### config.mk
export PLATFORM = sky130hd
export DESIGN_NAME = tusca_tx_telemetria
export DESIGN_NICKNAME = d
export VERILOG_FILES = /design/src/rtl/tusca_pkg.sv /design/src/rtl/uart_tx_byte.sv /design/src/rtl/tusca_tx_telemetria.sv
export SDC_FILE = /design/constraint.sdc
export NUM_CORES = 1
export LEC_CHECK = 0
export ABC_AREA = 1
export BUFFER_PORTS_ARGS = -buffer_cell sky130_fd_sc_hd__buf_4
export CAP_MARGIN = 5
export CORE_ASPECT_RATIO = 0.5
export CORE_MARGIN = 2
export CORE_UTILIZATION = 41
export CTS_CLUSTER_SIZE = 20
export DETAILED_ROUTE_END_ITERATION = 10
export MAX_ROUTING_LAYER = met4
export PLACE_DENSITY = 0.66
export SLEW_MARGIN = 20
export SYNTH_ARGS = -nofsm -noshare
export SYNTH_HDL_FRONTEND = slang
export SYNTH_SLANG_ARGS = --single-unit
### constraint.sdc
create_clock -name clock -period 2 [get_ports clock]
set_input_delay 0.3 -clock clock [delete_from_list [all_inputs] [get_ports clock]]
set_output_delay 0.3 -clock clock [all_outputs]
set_load 0.05 [all_outputs]
### src/rtl/tusca_pkg.sv
// Shared types, constants and helpers for the TUSCA telemetry transmitter.
// Byte framing depends on TUSCA_TX_PARIDADE_EN (8E1 when defined, 8N1 otherwise).
package tusca_pkg;

   localparam logic [7:0] ASC_U  = 8'h55;
   localparam logic [7:0] ASC_T  = 8'h54;
   localparam logic [7:0] ASC_LF = 8'h0A;

   localparam int unsigned FRAME_BYTES = 7;
   localparam int unsigned BYTE_IDX_W  = 3;
   localparam logic [BYTE_IDX_W-1:0] ULTIMO_BYTE = BYTE_IDX_W'(FRAME_BYTES - 1);

   // Line bits per byte: start + 8 data + optional parity + stop
`ifdef TUSCA_TX_PARIDADE_EN
   localparam int unsigned BITS_POR_BYTE = 11;
`else
   localparam int unsigned BITS_POR_BYTE = 10;
`endif
   localparam int unsigned BIT_IDX_W = 4;

   typedef enum logic [1:0] {
      OCIOSO  = 2'd0,
      CARREGA = 2'd1,
      ESPERA  = 2'd2,
      FIM     = 2'd3
   } estado_t;

   typedef struct packed {
      logic [7:0] umidade;
      logic [7:0] temperatura;
   } leitura_t;

   // Uppercase ASCII hex digit for one nibble
   function automatic logic [7:0] hex_ascii(input logic [3:0] n);
      logic [7:0] r;
      if (n < 4'd10) r = 8'h30 + {4'h0, n};
      else           r = 8'h37 + {4'h0, n};
      return r;
   endfunction

   // Frame byte at position idx: 'U' HH 'T' HH LF
   function automatic logic [7:0] frame_byte(input logic [BYTE_IDX_W-1:0] idx,
                                             input leitura_t l);
      logic [7:0] r;
      case (idx)
         3'd0:    r = ASC_U;
         3'd1:    r = hex_ascii(l.umidade[7:4]);
         3'd2:    r = hex_ascii(l.umidade[3:0]);
         3'd3:    r = ASC_T;
         3'd4:    r = hex_ascii(l.temperatura[7:4]);
         3'd5:    r = hex_ascii(l.temperatura[3:0]);
         default: r = ASC_LF;
      endcase
      return r;
   endfunction

endpackage

### src/rtl/uart_tx_byte.sv
// Serializes one byte as start, 8 data bits LSB first, optional even parity, stop.
// Parity framing is selected by TUSCA_TX_PARIDADE_EN.
module uart_tx_byte
   import tusca_pkg::*;
#(
   parameter int unsigned CICLOS_BIT = 434
) (
   input  logic       clock,
   input  logic       reset,
   input  logic       partida,
   input  logic [7:0] dado,
   output logic       tx_serial,
   output logic       fim
);

   localparam int unsigned CW = $clog2(CICLOS_BIT);
   localparam int unsigned SW = BITS_POR_BYTE - 1;

   logic                 ativo;
   logic [CW-1:0]        cnt;
   logic [BIT_IDX_W-1:0] bit_idx;
   logic [SW-1:0]        shreg;
   logic                 fim_bit;

   assign fim_bit = (cnt == CW'(CICLOS_BIT - 1));

   // Combinational so a new partida lands on the very next cycle with no gap
   assign fim = ativo && fim_bit && (bit_idx == BIT_IDX_W'(BITS_POR_BYTE - 1));

   always_ff @(posedge clock or negedge reset) begin
      if (!reset) begin
         ativo     <= 1'b0;
         cnt       <= '0;
         bit_idx   <= '0;
         shreg     <= '1;
         tx_serial <= 1'b1;
      end else if (partida) begin
         ativo     <= 1'b1;
         cnt       <= '0;
         bit_idx   <= '0;
         tx_serial <= 1'b0;
`ifdef TUSCA_TX_PARIDADE_EN
         shreg     <= {1'b1, ^dado, dado};
`else
         shreg     <= {1'b1, dado};
`endif
      end else if (ativo) begin
         if (fim_bit) begin
            cnt <= '0;
            if (fim) begin
               ativo     <= 1'b0;
               tx_serial <= 1'b1;
            end else begin
               bit_idx   <= BIT_IDX_W'(bit_idx + 1'b1);
               tx_serial <= shreg[0];
               shreg     <= {1'b1, shreg[SW-1:1]};
            end
         end else begin
            cnt <= CW'(cnt + 1'b1);
         end
      end
   end

endmodule

### src/rtl/tusca_tx_telemetria.sv
// Sends a 7-byte ASCII telemetry frame ('U' HH 'T' HH LF) over UART on request.
// Define TUSCA_TX_PARIDADE_EN for 8E1 framing; default is 8N1.
module tusca_tx_telemetria
   import tusca_pkg::*;
#(
   parameter int unsigned CLK_FREQ = 50_000_000,
   parameter int unsigned BAUD     = 115200
) (
   input  logic       clock,
   input  logic       reset,
   input  logic       enviar,
   input  logic [7:0] umidade,
   input  logic [7:0] temperatura,
   output logic       tx_serial,
   output logic       ocupado,
   output logic       pronto
);

   localparam int unsigned CICLOS_BIT = CLK_FREQ / BAUD;

   estado_t               estado, estado_d;
   logic [BYTE_IDX_W-1:0] idx, idx_d, idx_prox;
   leitura_t              leitura;
   logic                  captura_c;
   logic                  partida_c;
   logic [7:0]            dado_c;
   logic                  fim_byte;
   logic                  ocupado_d, pronto_d;

   assign idx_prox = BYTE_IDX_W'(idx + 1'b1);

   // State, index, snapshot and registered status outputs
   always_ff @(posedge clock or negedge reset) begin
      if (!reset) begin
         estado  <= OCIOSO;
         idx     <= '0;
         leitura <= '0;
         ocupado <= 1'b0;
         pronto  <= 1'b0;
      end else begin
         estado  <= estado_d;
         idx     <= idx_d;
         ocupado <= ocupado_d;
         pronto  <= pronto_d;
         if (captura_c) leitura <= {umidade, temperatura};
      end
   end

   // Next-state; byte loads coincide with the last stop-bit cycle so bytes abut
   always_comb begin
      estado_d  = estado;
      idx_d     = idx;
      captura_c = 1'b0;
      partida_c = 1'b0;
      dado_c    = ASC_U;
      ocupado_d = ocupado;
      pronto_d  = 1'b0;
      case (estado)
         OCIOSO, FIM: begin
            ocupado_d = 1'b0;
            estado_d  = OCIOSO;
            if (enviar) begin
               captura_c = 1'b1;
               partida_c = 1'b1;
               dado_c    = ASC_U;
               idx_d     = '0;
               ocupado_d = 1'b1;
               estado_d  = CARREGA;
            end
         end
         CARREGA: begin
            estado_d = ESPERA;
         end
         ESPERA: begin
            if (fim_byte) begin
               if (idx == ULTIMO_BYTE) begin
                  pronto_d  = 1'b1;
                  ocupado_d = 1'b0;
                  estado_d  = FIM;
               end else begin
                  partida_c = 1'b1;
                  dado_c    = frame_byte(idx_prox, leitura);
                  idx_d     = idx_prox;
                  estado_d  = CARREGA;
               end
            end
         end
         default: estado_d = OCIOSO;
      endcase
   end

   uart_tx_byte #(
      .CICLOS_BIT(CICLOS_BIT)
   ) u_byte (
      .clock     (clock),
      .reset     (reset),
      .partida   (partida_c),
      .dado      (dado_c),
      .tx_serial (tx_serial),
      .fim       (fim_byte)
   );

endmodule
* Word-level counts from Yosys, hierarchy flattened
Cells that the tools add are included.
Storage, ports and cells: bits in registers 47, bits of input ports 19, logic and storage cells 100
Cells by class: add/sub/neg operators 11, order comparisons 4, equality and inequality tests 16, muxes and demuxes 46, reduce and logical (&&, ||, !) cells 12
Operator list (number):
- 2-to-1 mux 9 bit | 7
- adder 6 x 4 -> 7 bit (first input constant) | 8
- 2-to-1 mux 7 bit | 7
- one-hot mux 7 bit (6 select lines) | 1
- 2-to-1 mux 1 bit | 18
- < comparator 4 bit (second input constant) | 4
- 2-to-1 mux 4 bit | 4
- inequality test 2 bit (second input constant) | 5
- adder 9 x 1 -> 9 bit (second input constant) | 1
- equality test 3 bit (second input constant) | 3
- equality test 9 bit (second input constant) | 1
- 2-to-1 mux 3 bit | 3
- equality test 3 x 2 -> 1 bit (second input constant) | 2
- one-hot mux 2 bit (3 select lines) | 1
- one-hot mux 3 bit (2 select lines) | 1
- AND reduction 3 bit | 2
- nonzero test 2 bit | 3
- adder 4 x 1 -> 4 bit (second input constant) | 1
- equality test 2 bit (second input constant) | 2
- equality test 4 bit (second input constant) | 1
- 2-to-1 mux 2 bit | 2
- one-hot mux 1 bit (2 select lines) | 2
- AND reduction 4 bit | 1
- adder 3 x 1 -> 3 bit (second input constant) | 1
- 7 further kinds | 8

* Logic depth before layout (Yosys ltp)
depth after elaboration 7, gate-level depth with buffers 14

* Hierarchy
From an unflattened synthesis, not the netlist that was laid out.
Second synthesis, totals: cells, all modules 432, area, all modules 3000.4 µm²
By module, submodules not included:
- tusca_tx_telemetria | instances 1, cells each 254, area an instance 1672.9 µm²
- uart_tx_byte | instances 1, cells each 178, area an instance 1327.5 µm²

* Worst setup path before layout
Ideal clock, no wire load.
path kind flip-flop to flip-flop, start reg estado[0], end reg u_byte.cnt[4], setup time 0.117 ns, data arrival time 1.553 ns, required time 1.883 ns, path slack 0.330 ns, cell stages (with the launch flop) 12, clock period less this slack 1.670 ns, path through dfrtp_1 inv_1 ha_1 inv_2 a21oi_4 nand4_2 nand2_2 nand2_4 buf_6 buf_8 nand4_2 nand2_1
On the way: word-level cells in the longest chain between the ends 4, elaborated cells on any way between the ends 7
RTL lines:
- start, declared | line tusca_tx_telemetria.sv:21 | estado_t estado, estado_d;
- start signal, assigned | line tusca_tx_telemetria.sv:41 | estado <= estado_d;
- equality test 2 bit or logical NOT 2 bit (tied branches) | line tusca_tx_telemetria.sv:58 | case (estado)
- OR reduction 2 bit | line tusca_tx_telemetria.sv:58
- one-hot mux 1 bit (2 select lines) * | line tusca_tx_telemetria.sv:58
- 2-to-1 mux 9 bit or nonzero test 2 bit (tied branches)
- end signal, assigned | line uart_tx_byte.sv:59 | cnt <= CW'(cnt + 1'b1);
- end, declared | line uart_tx_byte.sv:20 | logic [CW-1:0] cnt;
Mark *: on every way between the ends. The rest lies on a longest branch, timed or not. A chain may end at the register's enable or synchronous reset.

* Final worst setup path
start reg u_byte.cnt[1], end reg u_byte.shreg[5]
On the way: word-level cells in the longest chain between the ends 7, elaborated cells on any way between the ends 12
RTL lines:
- equality test 9 bit * | line uart_tx_byte.sv:25 | assign fim_bit = (cnt == CW'(CICLOS_BIT - 1));
- logical AND 1 bit (2 in a row) | line uart_tx_byte.sv:28 | assign fim = ativo && fim_bit && (bit_idx == BIT_IDX_W'(BITS_POR_BYTE - 1));
- 2-to-1 mux 1 bit | line tusca_tx_telemetria.sv:75 | if (fim_byte) begin
- one-hot mux 1 bit (2 select lines) | line tusca_tx_telemetria.sv:58
- inequality test 2 bit (no source line) or nonzero test 2 bit (tied branches)
- AND reduction 3 bit (no source line)
- end signal, assigned | line uart_tx_byte.sv:45 | shreg <= {1'b1, dado};
- end signal, assigned | line uart_tx_byte.sv:56 | shreg <= {1'b1, shreg[SW-1:1]};
- end, declared | line uart_tx_byte.sv:22 | logic [SW-1:0] shreg;
Marked as above.

==> results.cfg <==
[job]
maxCapViolCount = 0

[timing]
fin_crit_sh_pct = 90.0
finalMaxSlewViolations = 0
hold_viol_final = 0
rsz0062_at_grt = no
slew_headroom_pct = 60.3
tightest_slew_ns = 0.596
clock_skew_ns = 0.00754
layout_setup_ws_ns = 0.201
finalSetupViolCount = 0
holdWs_ns = 0.0174
max_freq_ghz = 0.556
period_needed_ns = 1.80
setup_tns_ns = 0

[setup_path]
required_ns = 2.22
path_max_fanout = 16
crit_type = reg -> reg
start_kind = flop
rr_endpoint = u_byte.shreg[5]
worstSetupEndpointType = flop
crit_arrival_ns = 2.02
rr_worst_depth = 14
ff2ff_setup_slack_ns = 0.20
rr_startpoint = u_byte.cnt[1]

[logic_synthesis]
synth_edf_count = 0
synth_top_area_cell = dfrtp_1
netlist.area_leader.share_pct = 29.6
yosys-top-cells-area = dfrtp_1 30%, nand2_1 15%, dfstp_2 7.6%, inv_1 7.0%, ha_1 6.0%
synth.most_common_cell = nand2_1
synth.distinct_cells = 35
syn_area_um2 = 3120
synthCells = 428
synth_area_per_cell_um2 = 7.30
syn-num-nets = 462
seq_area_frac_synth_pct = 37.2
synth_ff_type = dfrtp_1
ys_top_cells_by_count = 123 x nand2_1, 58 x inv_1, 47 x nor2_1
ys_warn_count = 0
ys_async_sr_fraction_pct = 100
synth_seq_cells = 46

[run_status]
outcome = completed

[placement]
gp_congestion = 0.864
port_buffers = 21
hpwl_um = 4710
place_ws_ns = 0.130

[power_and_ir_drop]
peakVddDrop_v = 0.000288
power.static_leakage_uw = 0.00185
power.density_nw_per_um2 = 539

[finish]
n_antenna_cell = 0
drive_gt1_share_pct = 17.1
nets = 489
fin_util_pct = 48.8
syn2layout_area_growth_pct = 14.8

[clock_network]
htreeDepth = 2
cts_max_path_buffers = 2
root_buffer = clkbuf_16
clock_sinks = 46
cts_buffers = 5
ctsHoldBuffers = 0
path_clk_slew_ns = 0.07
clock_latency_ns = 0.29
cts_tree = built

[drt]
num_vias = 2678
dr.pass1.iters = 4
vias_per_cell = 4.85
routedWlPerCell_um = 11.4
drc_errors = 0
dr.first_iter.drc_count = 131
wl_um = 6280
detail-route-antenna-nets = 0

[global_routing]
grt_pass1_wl_um = 11200
antenna_found_initial = 0
grt_pass1_vias = 2506
track_usage_pct = 17.0
grt-ovfl-total = 0
grt_max_degree = 47

[min_path]
hp-class = in -> async

[die]
rows = 22
die_x_um = 127
die_h_um = 65.7
io_pins = 22
dieArea_um2 = 8370
core_um2 = 7350
start_util_pct = 42.5
==> how the worst max path moves through the flow <==
stage,start,to,cells after the start
final,u_byte.cnt[1],u_byte.shreg[5],14
after global routing,u_byte.cnt[1],u_byte.cnt[7],13
after CTS,idx[0],u_byte.shreg[0],9
after detailed placement,idx[0],u_byte.shreg[0],9
after global placement,idx[0],u_byte.shreg[0],9
after floorplan,estado[0],u_byte.cnt[4],11
==> report_power, final <==
group	internal, uW	total (uW)	leakage (uW)	switching (uW)
logic	21.9	44.2	0.00128	22.3
clock network	592	957	0.0000842	365
registers	931	931	0.000486	0
==> area by class of cell <==
cell class,count,area [um2]
fillers,719,3760
multi-input cells,310,1680
flip-flops and latches,46,1160
inverters,62,233
repair buffers,30,225
clock buffers,5,125
well taps,96,120
clock inverters,3,43.8
==> layer usage <==
| metal | GRT usage, % | vias to the layer above | wire [um] | part of all wire (%) |
|---|---|---|---|---|
| li1 | - | 1419 | - | - |
| met1 | 23.1 | 1213 | 3300 | 53 |
| met2 | 26.5 | 38 | 2750 | 44 |
| met3 | 2.85 | 8 | 161 | 2.6 |
| met4 | 5.22 | 0 | 70 | 1.1 |
| met5 | - | - | 0 | 0 |
==> critical path, cell delays in order, from the launching register on <==
cell	delay [ns]
dfrtp_1	0.40
inv_1	0.06
ha_1	0.16
nand2_1	0.07
inv_1	0.06
nand2_1	0.04
nor2_1	0.13
nand4_2	0.12
nand2_2	0.14
nand2_8	0.11
buf_4	0.20
nand2_1	0.06
nand2_1	0.05
nand2_1	0.05
nand2_1	0.06
==> timing repair <==
item / in CTS / in global routing
gates resized for setup: 0 / 4
setup buffers: 0 / 1
setup endpoints to repair: 0 / 13
==> kinds of logic after synthesis <==
| kind of cell | Yosys count | share of synthesized area [%] |
|---|---|---|
| flip-flops | 46 | 37.2 |
| XOR/XNOR | 6 | 1.68 |
| buffers and inverters | 72 | 9.82 |
| AND/OR/NAND/NOR | 227 | 33.0 |
| AO/OA/AOI/OAI | 62 | 12.3 |
| adder cells (fa/ha/maj) | 15 | 6.01 |
==> layout by cell type, fill, tap and decap left out, drive strengths merged <==
master	n
a21oi	25
buf	30
bufinv	1
clkbuf	5
clkinv	1
dfrtp	37
dfstp	9
ha	15
inv	63
nand2	127
nand3	36
nand3b	3
nand4	7
nor2	50
nor3	3
o211ai	12
o21ai	24
o31ai	1
or2	1
xnor2	2
xor2	4
==> per-stage QoR <==
stage,instances,total power (uW),instance area (um2)
floorplan,428,948,3120
global placement,543,993,3390
detailed placement,543,994,3390
CTS,551,1960,3560
global route,552,2010,3580
finish,552,1930,3580
==> flip-flops by register name, indices dropped and copies added, names as in the netlist <==
signal,cells
pronto,1
ocupado,1
idx,3
u_byte.shreg,8
leitura,16
estado,2
u_byte.cnt,9
u_byte.tx_serial,1
u_byte.bit_idx,4
u_byte.ativo,1
Note: power is estimated with default switching activity, not from simulation.
